==> src/rtl/spi_regfile.sv <==
// spi_regfile: SPI mode-0 peripheral register file, fully oversampled in the clk domain.
module spi_regfile #(
  parameter int NUM_REGS = 5,
  parameter int ADDR_W = 7,
  parameter int DATA_W = 8
) (
  input  logic                         clk,
  input  logic                         rst_n,
  input  logic                         SCLK,
  input  logic                         COPI,
  input  logic                         nCS,
  output logic                         CIPO,
  output logic [NUM_REGS*DATA_W-1:0]   regs_flat,
  output logic                         wr_stb,
  output logic [ADDR_W-1:0]            wr_addr,
  output logic                         frame_err,
  output logic                         busy
);
  localparam int FRAME_W = 1 + ADDR_W + DATA_W;
  localparam int CNT_W = $clog2(FRAME_W + 2);
  logic [2:0] r_sclk, r_ncs;
  logic [1:0] r_copi;
  logic r_live, r_hi_seen, r_armed, r_rd_act, r_wr_stb, r_frame_err;
  logic [CNT_W-1:0] r_cnt;
  logic [FRAME_W-1:0] r_shift;
  logic [DATA_W-1:0] r_rd;
  logic [NUM_REGS*DATA_W-1:0] r_regs;
  logic [ADDR_W-1:0] r_wr_addr;
  logic w_sclk_rise, w_sclk_fall, w_ncs_rise, w_ncs_fall;
  logic w_full, w_addr_ok, w_commit, w_err, w_load;
  logic [FRAME_W-1:0] w_shift_nx;
  logic [ADDR_W-1:0] w_addr, w_rd_addr;
  logic [DATA_W-1:0] w_data, w_rd_val;
  assign w_sclk_rise = r_sclk[1] & ~r_sclk[2];
  assign w_sclk_fall = ~r_sclk[1] & r_sclk[2];
  assign w_ncs_rise = r_ncs[1] & ~r_ncs[2];
  assign w_ncs_fall = ~r_ncs[1] & r_ncs[2];
  assign w_shift_nx = {r_shift[FRAME_W-2:0], r_copi[1]};
  assign w_addr = r_shift[DATA_W +: ADDR_W];
  assign w_data = r_shift[DATA_W-1:0];
  assign w_rd_addr = w_shift_nx[ADDR_W-1:0];
  assign w_full = r_cnt == CNT_W'(FRAME_W);
  assign w_addr_ok = {1'b0, w_addr} < (ADDR_W+1)'(NUM_REGS);
  assign w_commit = w_full & r_shift[FRAME_W-1] & w_addr_ok;
  assign w_err = ~w_full | (r_shift[FRAME_W-1] & ~w_addr_ok);
  assign w_load = w_sclk_rise & (r_cnt == CNT_W'(ADDR_W)) & ~w_shift_nx[ADDR_W];
  always_comb begin
    w_rd_val = '0;
    for (int i = 0; i < NUM_REGS; i++)
      if (w_rd_addr == ADDR_W'(i)) w_rd_val = r_regs[i*DATA_W +: DATA_W];
  end
  // r_hi_seen blocks arming until nCS has been genuinely sampled high after reset
  always_ff @(posedge clk or negedge rst_n) begin
    if (!rst_n) begin
      r_sclk <= '0;
      r_copi <= '0;
      r_ncs <= '1;
      r_live <= 1'b0;
      r_hi_seen <= 1'b0;
    end else begin
      r_sclk <= {r_sclk[1:0], SCLK};
      r_copi <= {r_copi[0], COPI};
      r_ncs <= {r_ncs[1:0], nCS};
      r_live <= 1'b1;
      r_hi_seen <= r_hi_seen | (r_live & r_ncs[0]);
    end
  end
  always_ff @(posedge clk or negedge rst_n) begin
    if (!rst_n) begin
      r_armed <= 1'b0;
      r_rd_act <= 1'b0;
      r_cnt <= '0;
      r_shift <= '0;
      r_rd <= '0;
      r_wr_addr <= '0;
      r_wr_stb <= 1'b0;
      r_frame_err <= 1'b0;
    end else begin
      r_wr_stb <= 1'b0;
      r_frame_err <= 1'b0;
      if (w_ncs_rise) begin
        if (r_armed) begin
          if (w_commit) r_wr_addr <= w_addr;
          r_wr_stb <= w_commit;
          r_frame_err <= w_err;
        end
        r_armed <= 1'b0;
        r_rd_act <= 1'b0;
      end else if (w_ncs_fall) begin
        r_armed <= r_hi_seen;
        r_cnt <= '0;
        r_shift <= '0;
        r_rd_act <= 1'b0;
      end else if (r_armed & w_sclk_rise) begin
        r_shift <= w_shift_nx;
        if (r_cnt != CNT_W'(FRAME_W + 1)) r_cnt <= r_cnt + 1'b1;
        if (w_load) begin
          r_rd <= w_rd_val;
          r_rd_act <= 1'b1;
        end
      end else if (r_armed & w_sclk_fall & r_rd_act & (r_cnt > CNT_W'(1 + ADDR_W))) begin
        r_rd <= r_rd << 1;
      end
    end
  end
  always_ff @(posedge clk or negedge rst_n) begin
    if (!rst_n) r_regs <= '0;
    else
      for (int i = 0; i < NUM_REGS; i++)
        if (w_ncs_rise & r_armed & w_commit & (w_addr == ADDR_W'(i)))
          r_regs[i*DATA_W +: DATA_W] <= w_data;
  end
  assign CIPO = r_rd_act & r_rd[DATA_W-1];
  assign regs_flat = r_regs;
  assign wr_stb = r_wr_stb;
  assign wr_addr = r_wr_addr;
  assign frame_err = r_frame_err;
  assign busy = r_armed;
endmodule

==> config.mk <==
export PLATFORM = sky130hd
export DESIGN_NAME = spi_regfile
export DESIGN_NICKNAME = d
export VERILOG_FILES = /design/src/rtl/spi_regfile.sv
export SDC_FILE = /design/constraint.sdc
export NUM_CORES = 1
export LEC_CHECK = 0
export CORE_MARGIN = 2
export CORE_UTILIZATION = 47
export DETAILED_ROUTE_END_ITERATION = 12
export PLACE_DENSITY = 0.74
export SYNTH_ARGS = -nofsm -noshare
export SYNTH_HDL_FRONTEND = slang
export SYNTH_SLANG_ARGS = --single-unit
==> constraint.sdc <==
create_clock -name clk -period 4.9 [get_ports clk]
set_input_delay 0.49 -clock clk [delete_from_list [all_inputs] [get_ports clk]]
set_output_delay 0.49 -clock clk [all_outputs]
set_load 0.03 [all_outputs]
==> flow_summary.ini <==
[finish]
drive_above_1_share_pct = 18.55
fillers = 683
area_growth_pct = 21.15
multi_input_area_um2 = 1539
diodes = 0
finalNetCount = 404
regArea_um2 = 2256

[clocking]
clkTransAtPathRegs_ps = 90
cts.repair.resized = 0
cts_buffer_depth = 2
cts_root_buf = clkbuf_8
clock-sinks = 90
cts_tree = yes
post_cts_buffers = 0
cts_buffers = 9
cts_max_level = 3
clock_latency_ps = 360
ctsHoldBuffers = 0

[synthesis]
synth_warnings = 0
synth_area_um2 = 3928
avgSynthCellArea_um2 = 11.42
yosysUniqueCellTypes = 45
ys.flop_type = dfrtp_1
syn-num-nets = 354
seq_area_frac_synth_pct = 57.44
synthArstFlopShare_pct = 100.0
synthCells = 344
ys_ff_latch = 90
synth_edf_count = 0

[pwr]
max-vdd-ir-drop_mv = 0.1362
power.total_w = 0.001457
cellLeakagePower_nw = 2.157
power_density_nw_per_um2 = 306.2

[floorplan]
start_util_pct = 48.04
rows = 33
fp.dieArea_um2 = 9104
die_w_um = 95.42
ios = 56
core_area_um2 = 8175
fp.dieH_um = 95.42

[sta]
worst_slew_pin_slew_ps = 1031
relSlewSlack_pct = 30.61
rsz0062_at_grt = false
setup_viol = 0
fin_ws_ps = 2524
hold_violations = 0
setup-tns-final_ps = 0
min_period_over_period_pct = 48.49
fin_worst_skew_ps = 11.03
fin_crit_ps = 2376
max_freq_mhz = 420.9
slew_viol_final = 0

[route]
drt-pass1-iter-count = 5
via_per_inst = 5.462
ant_nets = 0
detail_route.wl_per_cell_um = 16.46
drtIter0Drc = 203
drt_wl_total_mm = 8.295
drc = 0
num_vias = 2753

[grt]
globalRouteTotalUtil_pct = 19.56
antenna_found_initial = 0
grt_max_degree = 67
overflow = 0
grt_first_pass_wirelength_mm = 13.52
grt_pass1_vias = 2569

[worst_setup_path]
endpoint_kind = flop
start_kind = flop
required_ps = 5190
worstPathArrival_ps = 2670
critPathKind = reg2reg
critPathMaxFanout = 8

[placement]
dp_worst_setup_slack_ps = 2583
place.gp.congestion = 0.7881
hpwlAfterDp_mm = 5.725
portBuffers = 55

[run_status]
outcome = finished clean

[job]
drv_cap = 0

[worst_hold_path]
hold_path.class = in2async
-- worst paths after layout --
path,slack (ps),start,to,cells past startpoint
worst max-delay path,2520,busy,r_rd[7],5
worst min-delay path,10,rst_n,r_copi[0],1
worst max register to register,2520,busy,r_rd[7],5
worst min register to register,360,r_sclk[0],r_sclk[1],0
max in group asynchronous,3760,rst_n,r_shift[10],2
min in group clk,360,r_sclk[0],r_sclk[1],0
-- logic make-up (layout without fill, tap and decap cells) --
group | count (synthesis) | after routing | share of synthesized area [%]
simple gates | 99 | 99 | 13.03
fa+ha+maj | 5 | 5 | 1.593
other cells | 1 | 1 | 0.09548
flops | 90 | 90 | 57.44
buf+inv | 35 | 90 | 3.376
mux | 42 | 42 | 11.98
compound gates | 72 | 72 | 12.49
-- layout by cell type (no fill, tap or decap), types with 4 or more instances in the layout --
cell,Yosys,layout
a22o_1,16,16
o21ai_0,29,29
nand2_1,43,43
ha_1,5,5
nor3_1,4,4
a31oi_1,7,7
buf_4,0,5
inv_1,14,14
dfrtp_1,87,87
nand2b_1,4,4
nor2_1,12,12
and2_1,5,5
mux2_2,40,40
nand3_1,10,10
clkdlybuf4s50_1,0,54
clkbuf_8,0,9
o22a_1,7,7
-- metrics by stage --
step	cells	hold WS, ps	utilization, %	area [um^2]
finish	504	13.17	58.20	4758
global route	504	25.17	58.20	4758
floorplan	344	194.4	-	3928
CTS	504	11.95	58.20	4758
global placement	488	332.8	55.79	4561
detailed placement	488	341.8	55.79	4561
-- critical path, cell delays in order (launching register included) --
cell and delay [ps]:
dfrtp_1 480, nand3b_1 320, nor4_1 880, o21ai_0 200
a31oi_1 280, o22a_1 160
-- cell usage after synthesis, types with 3 or more instances --
cell type | number | area (um^2)
dfstp_2 | 3 | 78.83
a22o_1 | 16 | 140.1
mux2_2 | 40 | 450.4
buf_1 | 4 | 15.01
nor3_1 | 4 | 20.02
o22a_1 | 7 | 61.31
dfrtp_1 | 87 | 2177
a31oi_1 | 7 | 43.79
clkbuf_1 | 15 | 56.30
nor4_1 | 3 | 18.77
ha_1 | 5 | 62.56
a21oi_1 | 3 | 15.01
nand3_1 | 10 | 50.05
nand2b_1 | 4 | 25.02
and2_1 | 5 | 31.28
nand2_1 | 43 | 161.4
o21ai_0 | 29 | 145.1
nor2_1 | 12 | 45.04
inv_1 | 14 | 52.55
a21o_1 | 3 | 22.52
-- metal layers --
| layer | vias to the layer above | wire length (um) | global-route usage, % | part of all wire (%) |
|---|---|---|---|---|
| met3 | 12 | 399 | 2.846 | 4.8 |
| met4 | 0 | 141 | 7.857 | 1.7 |
| met5 | - | 0 | 0 | 0 |
| met1 | 1358 | 3907 | 30.27 | 47 |
| li1 | 1311 | - | - | - |
| met2 | 72 | 3847 | 27.70 | 46 |
-- layout make-up --
| cell class | count | area share, % |
|---|---|---|
| flip-flops and latches | 90 | 47.41 |
| multi-input cells | 219 | 32.34 |
| repair buffers | 59 | 12.15 |
| well taps | 105 | 2.761 |
| clock buffers | 9 | 2.603 |
| clock inverters | 7 | 1.551 |
| inverters | 15 | 1.183 |
-- sequential cells by signal, indices dropped and copies added (netlist names) --
signal	count
regs_flat	40
r_shift	16
r_rd	8
wr_addr	7
r_cnt	5
r_ncs	3
r_sclk	3
r_copi	2
busy	1
frame_err	1
r_hi_seen	1
r_live	1
r_rd_act	1
wr_stb	1
-- power breakdown --
part | total, W | internal, W | switching (W)
combinational | 0.000132 | 0.0000562 | 0.0000755
sequential | 0.000815 | 0.000774 | 0.0000412
clock | 0.000510 | 0.000239 | 0.000270
total | 0.00146 | 0.00107 | 0.000387
Note: power is estimated with default switching activity, not from simulation.
